**config.mk**
```make
export PLATFORM = sky130hd
export DESIGN_NAME = uart_rx
export DESIGN_NICKNAME = d
export VERILOG_FILES = /design/src/rtl/uart_rx.sv
export SDC_FILE = /design/constraint.sdc
export NUM_CORES = 1
export LEC_CHECK = 0
export ABC_AREA = 1
export CAP_MARGIN = 30
export CELL_PAD_IN_SITES_DETAIL_PLACEMENT = 0
export CELL_PAD_IN_SITES_GLOBAL_PLACEMENT = 1
export CORE_MARGIN = 8
export CORE_UTILIZATION = 43
export DETAILED_ROUTE_END_ITERATION = 12
export GPL_TIMING_DRIVEN = 0
export HOLD_SLACK_MARGIN = 0.08
export PLACE_DENSITY = 0.84
export SLEW_MARGIN = 30
export SYNTH_ARGS = -nofsm -noshare
export SYNTH_HDL_FRONTEND = slang
export SYNTH_SLANG_ARGS = --single-unit
```
**constraint.sdc**
```tcl
create_clock -name clk -period 1.9 [get_ports clk]
set_input_delay 0.19 -clock clk [delete_from_list [all_inputs] [get_ports clk]]
set_output_delay 0.19 -clock clk [all_outputs]
set_load 0.005 [all_outputs]
```
**src/rtl/uart_rx.sv**
```systemverilog
// uart_rx: one-sample-per-clock UART receiver.
// Frame: start(0), DATA_BITS data bits LSB first, even parity bit, stop(1).
// Holds the last good word with valid / parity / overrun status and
// pulses frame_err when a stop bit is sampled low.
module uart_rx #(
   parameter int DATA_BITS = 8
) (
   input  logic                 clk,
   input  logic                 rst,
   input  logic                 rx_in,
   input  logic                 rx_ack,
   output logic [DATA_BITS-1:0] rx_data,
   output logic                 rx_valid,
   output logic                 parity_err,
   output logic                 frame_err,
   output logic                 overrun,
   output logic                 busy
);

   typedef enum logic [2:0] {
      IDLE,
      DATA,
      PARITY,
      STOP,
      RECOVER
   } state_t;

   localparam logic [3:0] LAST_BIT = 4'(DATA_BITS - 1);

   state_t                 state_q, state_d;
   logic [3:0]             cnt_q, cnt_d;
   logic [DATA_BITS-1:0]   shift_q, shift_d;
   logic [DATA_BITS-1:0]   data_q, data_d;
   logic                   mism_q, mism_d;
   logic                   valid_q, valid_d;
   logic                   perr_q, perr_d;
   logic                   ferr_q, ferr_d;
   logic                   ovr_q, ovr_d;

   // State register; reset drops any partially received frame.
   always_ff @(posedge clk or negedge rst) begin
      if (!rst) begin
         state_q <= IDLE;
      end else begin
         state_q <= state_d;
      end
   end

   // Frame sequencing: one state step per received bit.
   always_comb begin
      state_d = state_q;
      case (state_q)
         IDLE: begin
            if (!rx_in) state_d = DATA;
         end
         DATA: begin
            if (cnt_q == LAST_BIT) state_d = PARITY;
         end
         PARITY: begin
            state_d = STOP;
         end
         STOP: begin
            state_d = rx_in ? IDLE : RECOVER;
         end
         RECOVER: begin
            if (rx_in) state_d = IDLE;
         end
         default: begin
            state_d = IDLE;
         end
      endcase
   end

   // Datapath and status next values; an ack is applied first so a word
   // landing on the same edge still wins and stays valid.
   always_comb begin
      cnt_d   = cnt_q;
      shift_d = shift_q;
      data_d  = data_q;
      mism_d  = mism_q;
      valid_d = valid_q;
      perr_d  = perr_q;
      ovr_d   = ovr_q;
      ferr_d  = 1'b0;
      busy    = (state_q != IDLE);

      case (state_q)
         IDLE: begin
            if (!rx_in) cnt_d = 4'd0;
         end
         DATA: begin
            shift_d = {rx_in, shift_q[DATA_BITS-1:1]};
            cnt_d   = cnt_q + 4'd1;
         end
         PARITY: begin
            mism_d = rx_in ^ (^shift_q);
         end
         default: begin
         end
      endcase

      if (valid_q && rx_ack) begin
         valid_d = 1'b0;
         perr_d  = 1'b0;
         ovr_d   = 1'b0;
      end

      if (state_q == STOP) begin
         if (rx_in) begin
            data_d  = shift_q;
            valid_d = 1'b1;
            perr_d  = mism_q;
            if (valid_q && !rx_ack) ovr_d = 1'b1;
         end else begin
            ferr_d = 1'b1;
         end
      end
   end

   // Datapath and status registers.
   always_ff @(posedge clk or negedge rst) begin
      if (!rst) begin
         cnt_q   <= 4'd0;
         shift_q <= '0;
         data_q  <= '0;
         mism_q  <= 1'b0;
         valid_q <= 1'b0;
         perr_q  <= 1'b0;
         ferr_q  <= 1'b0;
         ovr_q   <= 1'b0;
      end else begin
         cnt_q   <= cnt_d;
         shift_q <= shift_d;
         data_q  <= data_d;
         mism_q  <= mism_d;
         valid_q <= valid_d;
         perr_q  <= perr_d;
         ferr_q  <= ferr_d;
         ovr_q   <= ovr_d;
      end
   end

   assign rx_data    = data_q;
   assign rx_valid   = valid_q;
   assign parity_err = perr_q;
   assign frame_err  = ferr_q;
   assign overrun    = ovr_q;

endmodule

```
==> flow_summary.json, run 1 <==
{
  "outcome": "complete, no violations",
  "r2r_end": "shift_q[6]",
  "drtPass1Iterations": 4,
  "wire_per_inst_um": 12.3,
  "cp-start-kind": "register",
  "yosysMostFrequentCell": "nand2_1",
  "grtUsageMet3_pct": 2.68,
  "rows": 20,
  "antenna_found_initial": 0,
  "p_leak_uw": 0.000729,
  "hold_slack_ps": 383,
  "worstMarginPinSlew_ps": 613,
  "post-cts-setup-buffers": 0,
  "synth.distinct_cells": 19,
  "dieArea_mm2": 0.00499,
  "cts_sinks": 28,
  "worstHoldPathType": "in2async",
  "diodes": 0,
  "grt_pass1_vias": 1015,
  "setup_viol_count_final": 0,
  "critical_path_arrival_ps": 1560,
  "crit_type": "reg2out",
  "ant_nets": 0,
  "drive_gt1_share_pct": 14.9,
  "num_vias": 1000,
  "min_period_over_period_pct": 91.9,
  "syn_area_mm2": 0.00128,
  "cts_inserted_buffers": 3,
  "ctsHtreeMaxLevel": 1,
  "path_clk_slew_ps": 140,
  "grt_use_met1_pct": 13.9,
  "grt.total_usage_pct": 11.0,
  "dp_hpwl_um": 1800,
  "area.growth.synth_to_final_pct": 18.9,
  "r2r_start": "state_q[2]",
  "max_freq_mhz": 573,
  "synth_top_area_share_pct": 54.6,
  "drc": 0,
  "ios": 17,
  "slew_headroom_pct": 59.2,
  "synth-seq-cells": 28,
  "yosysWarningCount": 0,
  "grt_max_degree": 29,
  "routed_via_density": 4.98,
  "cp.required_ps": 1710,
  "worst_path_largest_cell_delay_ps": 450,
  "power_density_mw_per_mm2": 1580,
  "cts_tree": "built",
  "worstSkewPairLatency_ps": 330,
  "clk_path_buf_depth": 2,
  "rrSetupSlack_ps": 580,
  "synth_nets": 152,
  "crit_chain": "buf_2 -> nor2_1 -> nand2_1 -> clkdlybuf4s50_1",
  "syn_area_per_cell_um2": 8.73,
  "core_mm2": 0.00295,
  "critical_path.max_fanout": 8,
  "synthTopCellsByArea": "dfrtp_1, nand2_1, o21ai_2",
  "vdd_ir_drop_max_mv": 0.480,
  "syn_inst": 147,
  "wirelength_um": 2470,
  "fin_setup_tns_ps": 0,
  "synth_common_cells": "nand2_1, dfrtp_1, inv_1",
  "synth_ff_type": "dfrtp_1",
  "drv_cap": 0,
  "dp_cells": 196,
  "crit_path_end_kind": "output pin",
  "synth_top_cell_by_area": "dfrtp_1",
  "die_w_um": 70.6,
  "synth_edf_count": 0,
  "fin_util_pct": 51.7,
  "gp_congestion": 0.817,
  "drt_iter0_drc": 52,
  "grt_pass1_wl_um": 4550,
  "nFillCells": 272,
  "instances_no_fill": 201,
  "port_buffers": 16,
  "start_util_pct": 43.5,
  "nets": 174,
  "slew_viol_final": 0,
  "grt-busiest-layer": "met2",
  "met2_usage_pct": 16.8,
  "grt.overflow.total": 0,
  "cp_slowest_cell": "clkdlybuf4s50_1",
  "synth_sequential_area_ratio_pct": 54.6,
  "async_flop_share_pct": 100,
  "finalClockSkew_ps": 1.61,
  "min_period_ps": 1750,
  "reg2reg_depth": 4,
  "rsz0062_at_grt": "no",
  "hold_viol_final": 0,
  "root_buffer": "clkbuf_4",
  "die_height_um": 70.6
}
through the flow:
| stage | cell area [um2] | power, uW | setup slack, ps |
|---|---|---|---|
| floorplan | 1280 | 1720 | 772 |
| global placement | 1490 | 2100 | 244 |
| finish | 1530 | 2410 | 155 |
| global route | 1530 | 2650 | 64.1 |
| CTS | 1530 | 2450 | 135 |
| detailed placement | 1480 | 2140 | 379 |
cells by family (layout without fill, tap and decap cells):
group                      count (synthesis)  count (layout)  share of synthesized area (%)
and+or+nand+nor                           66              66                           21.6
AOI/OAI and AO/OA                         30              30                           14.8
DFF                                       28              28                           54.6
buffers and inverters                     20              41                           6.63
xor gates and xnor gates                   2               2                           1.36
adders and majority gates                  1               1                          0.975
sequential cells by signal (all words and copies together), names as in the netlist, named ones only:
signal / flops
state_q: 3
rx_data: 8
cnt_q: 4
rx_valid: 1
frame_err: 1
mism_q: 1
shift_q: 8
parity_err: 1
cell usage in the layout, fill, tap and decap left out:
| master | count |
|---|---|
| nor2_4 | 1 |
| o21ai_2 | 8 |
| o21ai_0 | 3 |
| inv_1 | 14 |
| inv_2 | 3 |
| a21oi_1 | 3 |
| ha_1 | 1 |
| clkbuf_8 | 1 |
| clkbuf_4 | 3 |
| nor2_1 | 7 |
| nand2_2 | 3 |
| a32o_1 | 1 |
| dlygate4sd3_1 | 1 |
| dfrtp_1 | 28 |
| nand3_1 | 8 |
| o21ai_1 | 13 |
| nand2_1 | 45 |
| o211ai_1 | 2 |
| nor2_2 | 2 |
| xor2_1 | 2 |
| clkdlybuf4s50_1 | 15 |
| buf_6 | 1 |
| buf_2 | 3 |
cell type report:
cell class | count | area [um2] | area share [%]
sequential | 28 | 701 | 45.9
multi-input combinational | 99 | 498 | 32.6
timing repair buffer | 17 | 165 | 10.8
inverter | 17 | 63.8 | 4.18
tap | 33 | 41.3 | 2.70
clock buffer | 4 | 36.3 | 2.38
buffer | 3 | 21.3 | 1.39
worst max path at each step:
| stage | start | endpoint | slack, ps | cells past startpoint |
|---|---|---|---|---|
| final | state_q[0] | busy | 150 | 4 |
| after floorplan | state_q[2] | rx_data[2] | 770 | 7 |
| after detailed placement | rx_in | rx_data[2] | 380 | 7 |
| after global routing | state_q[0] | busy | 60 | 4 |
| after global placement | rst | cnt_q[2] | 240 | 1 |
| after CTS | state_q[0] | busy | 140 | 4 |
power by group:
group	internal [uW]	switching (uW)
sequential	829	169
clock	117	173
combinational	504	615
worst max-delay path: cells and delay by family (launching register included):
| kind | cells | cell delay (ps) |
|---|---|---|
| buf+inv | 2 | 620 |
| flops | 1 | 390 |
| simple gates | 2 | 220 |
metal layers:
| metal | share of wire (%) | vias up | wire [um] |
|---|---|---|---|
| li1 | - | 512 | - |
| met1 | 50 | 466 | 1230 |
| met2 | 44 | 16 | 1090 |
| met3 | 4.1 | 6 | 102 |
| met4 | 2.1 | 0 | 52 |
| met5 | 0 | - | 0 |
timing repair:
item / CTS / global route
hold buffers: 1 / 0
resized for setup: 0 / 0
endpoints found under the hold margin: 28 / 0
Note: power is estimated with default switching activity, not from simulation.
==> run 2: changes to the inputs <==
--- a/config.mk
+++ b/config.mk
@@ -10,11 +10,11 @@
 export CELL_PAD_IN_SITES_DETAIL_PLACEMENT = 0
 export CELL_PAD_IN_SITES_GLOBAL_PLACEMENT = 1
 export CORE_MARGIN = 8
-export CORE_UTILIZATION = 43
+export CORE_UTILIZATION = 38
 export DETAILED_ROUTE_END_ITERATION = 12
 export GPL_TIMING_DRIVEN = 0
 export HOLD_SLACK_MARGIN = 0.08
-export PLACE_DENSITY = 0.84
+export PLACE_DENSITY = 0.76
 export SLEW_MARGIN = 30
 export SYNTH_ARGS = -nofsm -noshare
 export SYNTH_HDL_FRONTEND = slang
==> flow_summary.json, run 2 (same netlist as run 1, synthesis figures left out) <==
{
  "outcome": "complete, no violations",
  "area.growth.synth_to_final_pct": 19.1,
  "path_buf_inv": 2,
  "critical_path_arrival_ps": 1530,
  "mostFrequentLayoutCells": "nand2_1, dfrtp_1, clkdlybuf4s50_1",
  "drtPass1Iterations": 4,
  "cts_tree": "built",
  "critical_path.max_fanout": 8,
  "cts_inserted_buffers": 3,
  "min_period_over_period_pct": 90.5,
  "cp.required_ps": 1710,
  "slew_headroom_pct": 59.1,
  "cp-start-kind": "register",
  "rsz0062_at_grt": "no",
  "core_mm2": 0.00328,
  "port_buffers": 16,
  "post-cts-setup-buffers": 0,
  "clk_path_buf_depth": 2,
  "ant_nets": 0,
  "finalClockSkew_ps": 3.34,
  "crit_type": "reg2out",
  "grt.total_usage_pct": 9.79,
  "worstSkewPairLatency_ps": 320,
  "cts_resized": 0,
  "p_leak_uw": 0.000722,
  "die_w_um": 74.1,
  "path_clk_slew_ps": 140,
  "final_common_cell": "nand2_1",
  "hold_viol_final": 0,
  "rows": 21,
  "reg2reg_depth": 4,
  "grt_pass1_vias": 933,
  "die_height_um": 74.1,
  "max_freq_mhz": 582,
  "gp_congestion": 0.793,
  "cts_sinks": 28,
  "rrSetupSlack_ps": 590,
  "nFillCells": 332,
  "setup_viol_count_final": 0,
  "fin_setup_tns_ps": 0,
  "drt_iter0_drc": 58,
  "dp_hpwl_um": 1850,
  "worstMarginPinSlew_ps": 614,
  "wire_per_inst_um": 11.5,
  "r2r_end": "state_q[1]",
  "hold_slack_ps": 396,
  "cp_slowest_cell": "clkdlybuf4s50_1",
  "power_density_mw_per_mm2": 1530,
  "diodes": 0,
  "nets": 174,
  "crit_chain": "buf_2 -> nor2_1 -> nand2_1 -> clkdlybuf4s50_1",
  "ctsHtreeMaxLevel": 1,
  "drv_cap": 0,
  "drc": 0,
  "root_buffer": "clkbuf_4",
  "slew_viol_final": 0,
  "worst_path_largest_cell_delay_ps": 450,
  "vdd_ir_drop_max_mv": 0.511,
  "antenna_found_initial": 0,
  "drive_gt1_share_pct": 14.4,
  "critPathTopFamily": "buffers and inverters",
  "min_period_ps": 1720,
  "grt.overflow.total": 0,
  "holdBufCountCts": 1,
  "num_vias": 984,
  "r2r_start": "state_q[2]",
  "wirelength_um": 2450,
  "routed_via_density": 4.62,
  "crit_path_end_kind": "output pin",
  "grt_max_degree": 29,
  "start_util_pct": 39.1,
  "ios": 17,
  "fin_util_pct": 46.6,
  "worstHoldPathType": "in2async",
  "grt_pass1_wl_um": 4230,
  "dieArea_mm2": 0.00549
}
==> run 2: cell count changes in the layout (fill, tap and decap cells not counted), sizes merged <==
cell	delta
clkbuf	-1
==> run 2: layout make-up <==
cell class	count	area [um2]	share of cell area, %
flip-flops and latches	28	701	45.8
well taps	46	57.6	3.76
multi-input cells	99	498	32.6
repair buffers	17	165	10.8
clock buffers	3	22.5	1.47
plain buffers	3	21.3	1.39
inverters	17	63.8	4.17
==> run 2: worst reg2reg max path, stage by stage (launching register included) <==
cell     delay (ps)
dfrtp_1         450
nor2_2          240
nand2_2         190
buf_2           240
a21oi_1         140
==> run 2: how the worst max path moves through the flow <==
stage,start,end,slack (ps),depth (start not counted)
6_report,state_q[0],busy,180,4
5_1_grt,state_q[0],busy,90,4
4_1_cts,state_q[0],busy,160,4
3_5_place_dp,rx_in,rx_data[2],390,7
3_3_place_gp,rst,cnt_q[2],200,1
2_1_floorplan,state_q[2],rx_data[2],770,7
==> run 2: report_power, final <==
group	internal, uW	switching (uW)
combinational	502	605
clock	74.3	161
sequential	830	169
==> run 2: per-stage QoR <==
step,setup WS [ps],cell area (um2),total power [uW],std cells
after CTS,156,1530,2380,213
after global routing,92.1,1530,2580,213
after floorplan,772,1280,1720,147
final,181,1530,2340,213
after global placement,204,1500,2110,209
after detailed placement,386,1500,2140,209
==> run 2: layer usage <==
layer | wire length (um) | global-route usage (%) | vias up
met4 | 29 | 4.66 | 0
met5 | 0 | 0 | -
met3 | 125 | 2.43 | 4
li1 | - | - | 513
met2 | 1110 | 15.3 | 16
met1 | 1190 | 12.3 | 451
==> run 3: changes to the inputs <==
--- a/config.mk
+++ b/config.mk
@@ -14,7 +14,7 @@
 export DETAILED_ROUTE_END_ITERATION = 12
 export GPL_TIMING_DRIVEN = 0
 export HOLD_SLACK_MARGIN = 0.08
-export PLACE_DENSITY = 0.76
+export PLACE_DENSITY_LB_ADDON = 0.1
 export SLEW_MARGIN = 30
 export SYNTH_ARGS = -nofsm -noshare
 export SYNTH_HDL_FRONTEND = slang
==> flow_summary.json, run 3 (same netlist as run 1, synthesis figures left out) <==
{
  "ctsHtreeMaxLevel": 1,
  "vdd_ir_drop_max_mv": 0.740,
  "cp-start-kind": "register",
  "setup_viol_count_final": 0,
  "dp_hpwl_um": 1920,
  "critical_path.max_fanout": 8,
  "finalClockSkew_ps": 8.04,
  "holdBufCountCts": 1,
  "slew_headroom_pct": 58.2,
  "critical_path_arrival_ps": 1550,
  "place_area_mm2": 0.00150,
  "clk_path_buf_depth": 2,
  "ios": 17,
  "gp_congestion": 0.707,
  "highest_layer": "met4",
  "antenna_found_initial": 0,
  "core_mm2": 0.00328,
  "max_freq_mhz": 574,
  "routed_via_density": 4.78,
  "wirelength_um": 2570,
  "die_height_um": 74.1,
  "grt_max_degree": 29,
  "root_buffer": "clkbuf_4",
  "min_period_ps": 1740,
  "cp.required_ps": 1710,
  "fin_setup_tns_ps": 0,
  "crit_path_end_kind": "output pin",
  "p_leak_uw": 0.000736,
  "dieArea_mm2": 0.00549,
  "drc": 0,
  "total_power_uw": 2510,
  "wl_met2_um": 1170,
  "grt_pass1_vias": 911,
  "worstMarginPinSlew_ps": 627,
  "worstSkewPairLatency_ps": 330,
  "mostFrequentLayoutCells": "nand2_1, dfrtp_1, clkdlybuf4s50_1",
  "reg2reg_depth": 4,
  "final_area_mm2": 0.00156,
  "die_w_um": 74.1,
  "port_buffers": 16,
  "cts_tree": "built",
  "num_vias": 1022,
  "drv_cap": 0,
  "worstHoldPathType": "in2async",
  "grt.total_usage_pct": 9.99,
  "post-cts-setup-buffers": 0,
  "rows": 21,
  "ant_nets": 0,
  "diodes": 0,
  "start_util_pct": 39.1,
  "rsz0062_at_grt": "no",
  "drt_iter0_drc": 45,
  "power_density_mw_per_mm2": 1610,
  "drtPass1Iterations": 4,
  "final_common_cell": "nand2_1",
  "grt_pass1_wl_um": 4190,
  "cts_sinks": 28,
  "drive_gt1_share_pct": 14.9,
  "area.growth.synth_to_final_pct": 21.4,
  "wire_per_inst_um": 12.0,
  "min_period_over_period_pct": 91.7,
  "nets": 174,
  "slew_viol_final": 0,
  "nFillCells": 321,
  "grt.overflow.total": 0,
  "outcome": "complete, no violations",
  "path_clk_slew_ps": 150,
  "hold_slack_ps": 385,
  "cts_resized": 0,
  "crit_type": "reg2out",
  "cts_inserted_buffers": 3,
  "fin_util_pct": 47.5,
  "hold_viol_final": 0,
  "route.layer.met1.wl_um": 1180,
  "met3_length_um": 207
}
[run 3: cell count changes in the layout (fill, tap and decap cells not counted), sizes merged]
| cell | before | now |
|---|---|---|
| bufinv | 0 | 1 |
[run 3: per-layer routing]
metal | track usage [%] | vias to the layer above
met5 | 0 | -
met4 | 2.66 | 0
met3 | 3.91 | 2
met2 | 15.7 | 22
met1 | 12.4 | 489
li1 | - | 509
[run 3: through the flow]
stage	setup slack [ps]	std cells
after CTS	134	214
final	157	214
after floorplan	772	147
after global routing	36.4	214
after detailed placement	372	209
after global placement	177	209
[run 3: area by class of cell]
type	instances	area, um2	area share (%)
Buffer	3	21.3	1.36
Clock buffer	3	22.5	1.44
Clock inverter	1	30.0	1.93
Inverter	17	63.8	4.09
Multi-Input combinational cell	99	498	31.9
Sequential cell	28	701	44.9
Tap cell	46	57.6	3.69
Timing Repair Buffer	17	165	10.6
[run 3: worst max-delay path, stage by stage, from the launching register on]
cell and delay [ps]:
dfrtp_1 380, buf_2 170, nor2_1 150, nand2_1 90, clkdlybuf4s50_1 450
[run 3: worst paths after layout]
| path | from | end | slack (ps) |
|---|---|---|---|
| worst max register to register | state_q[2] | shift_q[2] | 550 |
| min in group clk | rx_ack | register | 460 |
| max in group asynchronous | rst | cnt_q[2] | 1100 |
| worst min register to register | rx_data[4] | rx_data[4] | 500 |
| worst min-delay path | rst | rx_data[1] | 380 |
| worst max-delay path | state_q[0] | busy | 160 |
[run 3: power breakdown]
| group | switching [uW] | internal [uW] | total [uW] |
|---|---|---|---|
| clock | 173 | 213 | 387 |
| combinational | 616 | 502 | 1120 |
| sequential | 171 | 829 | 1000 |
